--- src/rtl/nrf24_pkg.sv ---
// rtl/nrf24_pkg.sv - shared types and constants for the nRF24 SPI transaction sequencer
package nrf24_pkg;

  // Sequencer states, in transaction order
  typedef enum logic [2:0] {
    ST_IDLE,
    ST_CMD,
    ST_CMD_WAIT,
    ST_FETCH,
    ST_DATA,
    ST_DATA_WAIT,
    ST_RELEASE,
    ST_GAP
  } state_e;

  // nRF24L01 command bytes (register commands carry the address in the low bits)
  localparam logic [7:0] R_REGISTER   = 8'h00;
  localparam logic [7:0] W_REGISTER   = 8'h20;
  localparam logic [7:0] R_RX_PAYLOAD = 8'h61;
  localparam logic [7:0] W_TX_PAYLOAD = 8'hA0;
  localparam logic [7:0] FLUSH_TX     = 8'hE1;
  localparam logic [7:0] NOP          = 8'hFF;

  // Largest payload the radio accepts in one transaction
  localparam int NRF_MAX_PAYLOAD = 32;

  // True when a requested data length fits in one transaction
  function automatic logic len_ok(input logic [5:0] len, input int unsigned max_len);
    return ({26'b0, len} <= max_len);
  endfunction

endpackage

--- src/rtl/nrf24_spi_txn_ctrl.sv ---
// rtl/nrf24_spi_txn_ctrl.sv - sequences one nRF24 command plus data bytes over a byte-level SPI master
module nrf24_spi_txn_ctrl
  import nrf24_pkg::*;
#(
  parameter int         MAX_LEN    = NRF_MAX_PAYLOAD,
  parameter logic [7:0] DUMMY_BYTE = 8'hFF,
  parameter int         GAP_CYCLES = 10
) (
  input  logic       clk_i,
  input  logic       rst_i,
  // request
  input  logic       req_valid_i,
  output logic       req_ready_o,
  input  logic [7:0] req_cmd_i,
  input  logic [5:0] req_len_i,
  input  logic       req_wr_i,
  // write data stream
  input  logic [7:0] wr_data_i,
  input  logic       wr_valid_i,
  output logic       wr_ready_o,
  // read-back stream and status
  output logic [7:0] rd_data_o,
  output logic       rd_valid_o,
  output logic [7:0] status_o,
  output logic       status_valid_o,
  output logic       txn_done_o,
  output logic       err_len_o,
  output logic       busy_o,
  // byte-level SPI master
  output logic       spi_start_o,
  output logic [7:0] spi_tx_byte_o,
  input  logic [7:0] spi_rx_byte_i,
  input  logic       spi_done_i,
  input  logic       spi_busy_i,
  output logic       spi_hold_csn_o
);

  // Gap counter only needs to hold GAP_CYCLES-1
  localparam int GW = (GAP_CYCLES > 1) ? $clog2(GAP_CYCLES) : 1;
  localparam logic [GW-1:0] GAP_LOAD = (GAP_CYCLES > 0) ? GW'(GAP_CYCLES - 1) : '0;

  state_e          state_q;
  logic [7:0]      cmd_q;
  logic            wr_q;
  logic [5:0]      remaining_q;
  logic [7:0]      data_q;
  logic [GW-1:0]   gap_q;

  logic            req_ready_q;
  logic            wr_ready_q;
  logic [7:0]      rd_data_q;
  logic            rd_valid_q;
  logic [7:0]      status_q;
  logic            status_valid_q;
  logic            txn_done_q;
  logic            err_len_q;
  logic            spi_start_q;
  logic [7:0]      spi_tx_byte_q;
  logic            spi_hold_csn_q;

  // Transaction sequencer: all outputs are registered; pulses default low every cycle
  always_ff @(posedge clk_i) begin
    if (rst_i) begin
      state_q        <= ST_IDLE;
      cmd_q          <= '0;
      wr_q           <= 1'b0;
      remaining_q    <= '0;
      data_q         <= '0;
      gap_q          <= '0;
      req_ready_q    <= 1'b0;
      wr_ready_q     <= 1'b0;
      rd_data_q      <= '0;
      rd_valid_q     <= 1'b0;
      status_q       <= '0;
      status_valid_q <= 1'b0;
      txn_done_q     <= 1'b0;
      err_len_q      <= 1'b0;
      spi_start_q    <= 1'b0;
      spi_tx_byte_q  <= '0;
      spi_hold_csn_q <= 1'b0;
    end else begin
      spi_start_q    <= 1'b0;
      status_valid_q <= 1'b0;
      rd_valid_q     <= 1'b0;
      txn_done_q     <= 1'b0;
      err_len_q      <= 1'b0;

      case (state_q)
        ST_IDLE: begin
          req_ready_q <= 1'b1;
          if (req_ready_q && req_valid_i) begin
            if (!len_ok(req_len_i, MAX_LEN)) begin
              // Oversized request is refused without touching the bus
              err_len_q <= 1'b1;
            end else begin
              cmd_q          <= req_cmd_i;
              remaining_q    <= req_len_i;
              wr_q           <= req_wr_i;
              spi_hold_csn_q <= 1'b1;
              req_ready_q    <= 1'b0;
              state_q        <= ST_CMD;
            end
          end
        end

        ST_CMD: begin
          if (!spi_busy_i) begin
            spi_tx_byte_q <= cmd_q;
            spi_start_q   <= 1'b1;
            state_q       <= ST_CMD_WAIT;
          end
        end

        ST_CMD_WAIT: begin
          if (spi_done_i) begin
            // The radio clocks STATUS out while it receives the command byte
            status_q       <= spi_rx_byte_i;
            status_valid_q <= 1'b1;
            if (remaining_q == '0) begin
              state_q <= ST_RELEASE;
            end else begin
              wr_ready_q <= wr_q;
              state_q    <= ST_FETCH;
            end
          end
        end

        ST_FETCH: begin
          if (!wr_q) begin
            data_q  <= DUMMY_BYTE;
            state_q <= ST_DATA;
          end else if (wr_ready_q && wr_valid_i) begin
            // Producer may stall indefinitely here; CSN stays held meanwhile
            data_q     <= wr_data_i;
            wr_ready_q <= 1'b0;
            state_q    <= ST_DATA;
          end
        end

        ST_DATA: begin
          if (!spi_busy_i) begin
            spi_tx_byte_q <= data_q;
            spi_start_q   <= 1'b1;
            state_q       <= ST_DATA_WAIT;
          end
        end

        ST_DATA_WAIT: begin
          if (spi_done_i) begin
            remaining_q <= remaining_q - 6'd1;
            if (!wr_q) begin
              rd_data_q  <= spi_rx_byte_i;
              rd_valid_q <= 1'b1;
            end
            if (remaining_q == 6'd1) begin
              state_q <= ST_RELEASE;
            end else begin
              wr_ready_q <= wr_q;
              state_q    <= ST_FETCH;
            end
          end
        end

        ST_RELEASE: begin
          // Master raises CSN on its own once it has returned to idle
          spi_hold_csn_q <= 1'b0;
          txn_done_q     <= 1'b1;
          if (GAP_CYCLES == 0) begin
            req_ready_q <= 1'b1;
            state_q     <= ST_IDLE;
          end else begin
            gap_q   <= GAP_LOAD;
            state_q <= ST_GAP;
          end
        end

        ST_GAP: begin
          if (gap_q == '0) begin
            req_ready_q <= 1'b1;
            state_q     <= ST_IDLE;
          end else begin
            gap_q <= gap_q - GW'(1);
          end
        end

        default: begin
          state_q <= ST_IDLE;
        end
      endcase
    end
  end

  assign req_ready_o    = req_ready_q;
  assign wr_ready_o     = wr_ready_q;
  assign rd_data_o      = rd_data_q;
  assign rd_valid_o     = rd_valid_q;
  assign status_o       = status_q;
  assign status_valid_o = status_valid_q;
  assign txn_done_o     = txn_done_q;
  assign err_len_o      = err_len_q;
  assign busy_o         = (state_q != ST_IDLE);
  assign spi_start_o    = spi_start_q;
  assign spi_tx_byte_o  = spi_tx_byte_q;
  assign spi_hold_csn_o = spi_hold_csn_q;

endmodule

--- config.mk ---
export PLATFORM = sky130hd
export DESIGN_NAME = nrf24_spi_txn_ctrl
export DESIGN_NICKNAME = d
export VERILOG_FILES = /design/src/rtl/nrf24_pkg.sv /design/src/rtl/nrf24_spi_txn_ctrl.sv
export SDC_FILE = /design/constraint.sdc
export NUM_CORES = 1
export LEC_CHECK = 0
export CORE_MARGIN = 5
export CORE_UTILIZATION = 44
export CTS_CLUSTER_DIAMETER = 60
export DETAILED_ROUTE_END_ITERATION = 8
export PLACE_DENSITY = 0.82
export RECOVER_POWER = 50
export REMOVE_ABC_BUFFERS = 1
export SKIP_LAST_GASP = 1
export SYNTH_ARGS = -nofsm -noshare
export SYNTH_HDL_FRONTEND = slang
export SYNTH_SLANG_ARGS = --single-unit
export TNS_END_PERCENT = 50
--- constraint.sdc ---
create_clock -name clk_i -period 1.7 [get_ports clk_i]
set_input_delay 0.34 -clock clk_i [delete_from_list [all_inputs] [get_ports clk_i]]
set_output_delay 0.34 -clock clk_i [all_outputs]
set_load 0.03 [all_outputs]
==> flow_summary.ini, run 1 <==
[layout]
final_util_pct = 68.6
seqCellArea_um2 = 1250
nets = 475
num_antenna_cells = 0
multi_input_area_um2 = 1440
drive_gt1_share_pct = 21.2
num-fill-cells = 461
syn2layout_area_growth_pct = 50.0

[sta]
relSlewSlack_pct = 76.7
period_share_pct = 100
hold_violations = 0
rsz0062_at_grt = true
fin_crit_ps = 1700
max_freq_mhz = 588
setup_viol = 0
worst_pin_slew_ps = 346
fin_ws_ps = 0.763
fin_skew_ps = 6.37
slew_violations = 0

[clock_tree]
clockRootBuffer = clkbuf_8
tritoncts = built
htree_levels = 3
clock_latency_ps = 350
cts_buffer_depth = 2
cts.clk_slew.worst_paths_ps = 70
clock_sinks = 62
cts_buffers = 9
hold_buffers = 0

[worst_setup_path]
crit_chain = clkdlybuf4s50_1
slowest_delay_ps = 680
worstPathArrival_ps = 1360
critical_path.top_delay_family = buffers and inverters
crit_type = reg2out
path_buf_inv = 1
startpoint_type = flip-flop
crit_start = spi_tx_byte_o[2]
crit_slowest_cell = clkdlybuf4s50_1
cp_max_fo = 2
required_ps = 1360
timing.rr.start = gap_q[0]
endpoint_kind = output pin

[synthesis]
ys_types = 45
ys_seq_area_share_pct = 45.6
synth-seq-cells = 62
synth_area_leaders = dfxtp_1 46%, a21oi_1 7.3%, nor2_1 5.8%, nand2_1 5.2%, mux2i_1 3.7%
syn_area_um2 = 2720
synth_top_area_share_pct = 45.6
syn_avg_cell_area_um2 = 8.41
synthMostInstantiatedCell = dfxtp_1
syn-instance-count = 324
synth_top_cells_by_count = 62 x dfxtp_1, 42 x nor2_1, 40 x a21oi_1
yosys.area.top_type = dfxtp_1
ys.flop_type = dfxtp_1
async_flop_share_pct = 0
synth_edf_count = 0
yosys_warnings = 0

[floorplanning]
dieArea_um2 = 7860
initial_core_util_pct = 45.7
coreArea_um2 = 5960
rows = 28
boundaryPins = 70
die_w_um = 88.7
chipHeight_um = 88.7

[pwr]
p_per_area_nw_per_um2 = 810
p_leak_nw = 1.72
total_power_mw = 3.31
ir_drop_mv = 0.583

[routing]
wirelength_um = 8230
routed_via_density = 5.56
routedWlPerCell_um = 16.0
via_count = 2856
ant_nets = 0
drcViolationCount = 0
drt_iter0_markers = 141
first_pass_iters = 6

[global_routing]
grt_max_degree = 28
antenna_found_initial = 0
grt_pass1_wl_um = 12500
grt-ovfl-total = 0
grt_pass1_vias = 2714
grtUsageTotal_pct = 20.7

[placement]
hpwl_um = 5490
dp_slack_ps = -600
gp_congestion = 0.889
portBuffers = 69

[min_path]
hp-class = in2reg
hold_start = rst_i

[status]
outcome = finished clean

[run]
cap_violations = 0
worst paths after layout:
path	to	cells past startpoint	slack [ps]
setup / recovery	spi_tx_byte_o[2]	1	0.8
hold / removal	err_len_o	2	280
hold reg to reg	status_o[2]	2	450
setup reg to reg	state_q[1]	7	10
timing repair:
item	CTS	global route
setup endpoints to repair	35	69
resized for setup	10	31
pin swaps	5	10
gates cloned	1	0
buffers inserted	5	4
state kept, by name (all words and copies together), names as in the netlist:
name and count:
cmd_q 8, spi_hold_csn_o 1, status_valid_o 1, rd_data_o 8
spi_tx_byte_o 8, spi_start_o 1, req_ready_o 1, state_q 3
status_o 8, wr_ready_o 1, err_len_o 1, data_q 8
wr_q 1, rd_valid_o 1, remaining_q 6, txn_done_o 1
gap_q 4
layer usage:
metal | vias to the layer above | track usage (%) | share of wire, %
met4 | 0 | 7.97 | 2.2
met5 | - | 0 | 0
met1 | 1388 | 24.2 | 40
met2 | 88 | 35.7 | 51
met3 | 18 | 6.15 | 6.4
li1 | 1362 | - | -
cell families (layout without fill, tap and decap cells):
family | Yosys count | in the layout | share of synthesized area [%]
compound gates | 86 | 87 | 19.3
xor+xnor | 3 | 3 | 0.965
fa+ha+maj | 4 | 4 | 1.84
buf+inv | 28 | 142 | 4.55
flops | 62 | 62 | 45.6
mux | 10 | 10 | 3.67
simple gates | 131 | 131 | 24.1
stage by stage:
stage	hold slack [ps]	cells	setup TNS [ps]	cell area, µm²
final	276	514	0	4090
after global routing	292	514	-721	4090
after CTS	262	510	-248	3970
after detailed placement	447	488	-9230	3720
after global placement	441	488	-7930	3720
after floorplan	409	303	-3970	2630
layout make-up:
cell class,instances,share of cell area (%)
Timing Repair Buffer,119,26.4
Inverter,7,0.643
Multi-Input combinational cell,235,35.2
Clock inverter,3,1.04
Sequential cell,62,30.5
Tap cell,75,2.30
Clock buffer,13,3.89
power breakdown:
| group | internal, mW | leakage, nW | switching, mW |
|---|---|---|---|
| sequential | 1.49 | 0.503 | 0.0361 |
| clock | 0.756 | 0.0996 | 0.577 |
| combinational | 0.224 | 1.12 | 0.229 |
cells in the final DEF, fill, tap and decap left out, types with 3 or more instances in the layout:
cell / n
inv_1: 6
nor3_1: 7
a31oi_1: 4
clkbuf_8: 11
a21oi_1: 38
buf_6: 3
nor2_1: 42
a21o_1: 3
a22o_1: 8
dfxtp_1: 57
nand3_1: 10
clkdlybuf4s50_1: 52
nor2b_1: 3
nand3b_1: 3
mux2i_1: 10
or3_1: 4
a211oi_1: 4
and2_1: 3
o21ai_0: 12
o22ai_1: 8
dlygate4sd2_1: 4
buf_4: 48
dlymetal6s2s_1: 8
nand2_1: 37
ha_1: 3
dfxtp_2: 5
Power figures use the tool's default switching activity.
==> run 2: changes to the inputs <==
--- a/config.mk
+++ b/config.mk
@@ -6,10 +6,10 @@
 export NUM_CORES = 1
 export LEC_CHECK = 0
 export CORE_MARGIN = 5
-export CORE_UTILIZATION = 44
+export CORE_UTILIZATION = 40
 export CTS_CLUSTER_DIAMETER = 60
 export DETAILED_ROUTE_END_ITERATION = 8
-export PLACE_DENSITY = 0.82
+export PLACE_DENSITY = 0.76
 export RECOVER_POWER = 50
 export REMOVE_ABC_BUFFERS = 1
 export SKIP_LAST_GASP = 1
==> flow_summary.ini, run 2 (synthesized netlist as in run 1, its figures left out) <==
[status]
outcome = finished clean

[worst_setup_path]
slowest_delay_ps = 670
endpoint_kind = output pin
path_buf_inv = 1
timing.rr.start = gap_q[1]
worst-r2r-cell-count = 7
required_ps = 1360
crit_slowest_cell = clkdlybuf4s50_1
crit_cells = 1
r2r-end = state_q[1]
critical_path.top_delay_family = buffers and inverters
crit_chain = clkdlybuf4s50_1
crit_type = reg2out
cp_max_fo = 2
r2r_slack_ps = 50
worstPathArrival_ps = 1350
startpoint_type = flip-flop

[sta]
period_share_pct = 99.6
hold_violations = 0
relSlewSlack_pct = 71.3
rsz0062_at_grt = true
max_freq_mhz = 590
setup_viol = 0
fin_crit_ps = 1690
slew_violations = 0
fin_skew_ps = 7.15
fin_ws_ps = 6.06
worst_pin_slew_ps = 430

[floorplanning]
chipHeight_um = 92.5
die_w_um = 92.5
coreArea_um2 = 6720
dieArea_um2 = 8560
initial_core_util_pct = 40.5
rows = 30
boundaryPins = 70

[clock_tree]
cts_buffers = 9
clockRootBuffer = clkbuf_8
htree_levels = 3
clock_sinks = 62
cts.clk_slew.worst_paths_ps = 70
cts_buffer_depth = 2
tritoncts = built
clock_latency_ps = 340

[routing]
first_pass_iters = 4
routed_via_density = 5.14
routedWlPerCell_um = 14.3
via_count = 2621
ant_nets = 0
drt_iter0_markers = 93
wirelength_um = 7310
drcViolationCount = 0

[global_routing]
grt_pass1_vias = 2666
antenna_found_initial = 0
grt_pass1_wl_um = 12000
grt-ovfl-total = 0
grt_max_degree = 31
grtUsageTotal_pct = 17.5

[layout]
num_antenna_cells = 0
drive_gt1_share_pct = 17.9
layout_common_cells = 58 x dfxtp_1, 49 x clkdlybuf4s50_1, 42 x nor2_1
multi_input_area_um2 = 1400
final_common_cell = dfxtp_1
fin_cells = 510
nets = 467
seqCellArea_um2 = 1250
syn2layout_area_growth_pct = 43.2
num-fill-cells = 597

[min_path]
hold_depth = 2
hold_start = rst_i
hp-class = in2reg
holdPathEnd = wr_ready_o

[run]
cap_violations = 0

[placement]
dpl.cell_count = 490
dp_slack_ps = -562
portBuffers = 69
hpwl_um = 5390
gp_congestion = 0.929

[pwr]
p_leak_nw = 1.49
ir_drop_mv = 0.409
p_per_area_nw_per_um2 = 847
run 2: timing repair:
action / in CTS / in global routing
setup buffers: 4 / 1
endpoints found under the setup margin: 29 / 52
pin swaps: 4 / 4
hold endpoints to repair: 0 / 0
resized for setup: 13 / 22
hold buffers: 0 / 0
run 2: how the worst max path moves through the flow:
| stage | end | slack, ps | start |
|---|---|---|---|
| final | status_o[0] | 6 | status_o[0] |
| after detailed placement | remaining_q[0] | -560 | req_len_i[3] |
| after global placement | remaining_q[4] | -510 | req_len_i[3] |
| after global routing | state_q[1] | -60 | gap_q[1] |
| after floorplan | spi_tx_byte_o[0] | -470 | state_q[2] |
| after CTS | spi_hold_csn_o | -20 | spi_hold_csn_o |
run 2: layout make-up:
cell class,instances,area share [%]
multi-input combinational,234,36.0
sequential,62,31.9
timing repair buffer,112,23.5
clock buffer,12,4.23
tap,80,2.57
clock inverter,3,1.09
inverter,7,0.674
run 2: metal layers:
| metal | vias up | GRT usage [%] | wire length (µm) |
|---|---|---|---|
| met5 | - | 0 | 0 |
| met3 | 12 | 4.87 | 386 |
| li1 | 1338 | - | - |
| met4 | 0 | 6.68 | 114 |
| met2 | 69 | 30.2 | 3660 |
| met1 | 1202 | 20.7 | 3150 |
run 2: through the flow:
step / TNS [ps] / area [µm²] / hold slack, ps / power [mW] / utilization [%]
finish: 0 / 3900 / 304 / 3.31 / 58.1
global route: -347 / 3900 / 296 / 3.44 / 58.1
CTS: -112 / 3940 / 291 / 3.32 / 58.7
detailed placement: -8890 / 3690 / 449 / 1.97 / 55.0
global placement: -8030 / 3690 / 442 / 1.96 / 55.0
floorplan: -3970 / 2630 / 409 / 1.72 / -
run 2: report_power, final:
part | leakage, nW | switching [mW] | internal [mW] | total (mW)
clock | 0.104 | 0.569 | 0.786 | 1.36
combinational | 0.881 | 0.217 | 0.214 | 0.431
sequential | 0.503 | 0.0314 | 1.49 | 1.52
total | 1.49 | 0.817 | 2.49 | 3.31
==> run 3: changes to the inputs <==
--- a/config.mk
+++ b/config.mk
@@ -9,6 +9,7 @@
 export CORE_UTILIZATION = 40
 export CTS_CLUSTER_DIAMETER = 60
 export DETAILED_ROUTE_END_ITERATION = 8
+export MAX_ROUTING_LAYER = met4
 export PLACE_DENSITY = 0.76
 export RECOVER_POWER = 50
 export REMOVE_ABC_BUFFERS = 1
==> flow_summary.ini, run 3 (synthesized netlist as in run 1, its figures left out) <==
[status]
outcome = finished clean

[worst_setup_path]
crit_chain = inv_2 -> ha_2 -> nor3b_4 -> o32ai_2 -> or2_4 -> or3_1 -> a21oi_1
crit_type = reg2reg
critical_path.top_delay_family = simple AND/OR/NAND/NOR gates
required_ps = 1970
worstPathArrival_ps = 1960
endpoint_kind = flip-flop
cp_max_fo = 3
path_buf_inv = 1
startpoint_type = flip-flop
r2r_slack_ps = 2
slowest_delay_ps = 350
crit_slowest_cell = dfxtp_2

[clock_tree]
clockRootBuffer = clkbuf_8
tritoncts = built
cts_buffers = 9
htree_levels = 3
clock_sinks = 62
cts.clk_slew.worst_paths_ps = 70
clock_latency_ps = 340
cts_buffer_depth = 2

[routing]
drcViolationCount = 0
drt_iter0_markers = 97
first_pass_iters = 4
wirelength_um = 7450
ant_nets = 0
via_count = 2712
routed_via_density = 5.29
routedWlPerCell_um = 14.5

[layout]
num_antenna_cells = 0
drive_gt1_share_pct = 19.9
layout_common_cells = 57 x dfxtp_1, 49 x clkdlybuf4s50_1, 42 x nor2_1, 42 x buf_4, 39 x a21oi_1
nets = 469
syn2layout_area_growth_pct = 48.2
fin_cells = 513
final_util_pct = 60.1
final_common_cell = dfxtp_1

[sta]
max_freq_mhz = 589
worst_pin_slew_ps = 352
fin_tns_setup_ps = 0
rsz0062_at_grt = true
slew_violations = 0
relSlewSlack_pct = 76.6
fin_ws_ps = 2.31
fin_skew_ps = 8.46
setup_viol = 0
hold_violations = 0
period_share_pct = 99.9
fin_crit_ps = 1700

[placement]
dp_slack_ps = -579
portBuffers = 69
dpl.cell_count = 493
hpwl_um = 5450
gp_congestion = 0.862

[pwr]
p_leak_nw = 1.73
total_power_mw = 3.11
p_per_area_nw_per_um2 = 770
ir_drop_mv = 0.489

[floorplanning]
chipHeight_um = 92.5
die_w_um = 92.5
initial_core_util_pct = 40.5
dieArea_um2 = 8560
coreArea_um2 = 6720
rows = 30
boundaryPins = 70

[global_routing]
grt-ovfl-total = 0
grt_max_degree = 32
antenna_found_initial = 0
grt_pass1_wl_um = 12000
grt_pass1_vias = 2596
grtUsageTotal_pct = 18.0

[min_path]
hp-class = in2reg

[run]
cap_violations = 0
-- run 3: final timing paths --
kind	startpoint	to	cells past startpoint
worst max-delay path	gap_q[1]	state_q[1]	7
worst min-delay path	rst_i	err_len_o	2
worst max register to register	gap_q[1]	state_q[1]	7
worst min register to register	status_o[7]	status_o[7]	2
-- run 3: report_power, final --
group	switching (mW)	internal, mW	leakage [nW]
sequential	0.0336	1.48	0.504
clock	0.620	0.532	0.0933
combinational	0.216	0.223	1.13
-- run 3: cell type report --
class	count	area (µm²)
Inverter	7	26.3
Tap cell	80	100
Clock inverter	7	50.0
Multi-Input combinational cell	234	1420
Clock buffer	9	124
Sequential cell	62	1250
Timing Repair Buffer	114	1060
Fill cell	577	2680
-- run 3: metal layers --
layer,wire (µm),GRT usage (%),vias to the layer above
met5,0,-,-
met4,110,6.19,0
met3,396,4.06,12
met2,3760,31.3,87
met1,3180,20.3,1265
li1,-,-,1348
-- run 3: what timing repair did --
action,in CTS,in global routing
hold buffers,0,0
setup buffers,2,2
endpoints found under the setup margin,44,45
resized for setup,15,30
pin swaps,5,10
-- run 3: metrics by stage --
stage	cell area (µm²)	hold slack, ps
after global routing	4040	299
after CTS	3940	286
after detailed placement	3730	448
final	4040	303
after floorplan	2630	409
after global placement	3730	443
-- run 3: worst register-to-register path: cells and delay by family (launching register included) --
family | cells | cell delay [ps]
AOI/OAI and AO/OA | 2 | 270
adders and majority gates | 1 | 160
buffers and inverters | 1 | 50
DFF | 1 | 350
and+or+nand+nor | 3 | 800
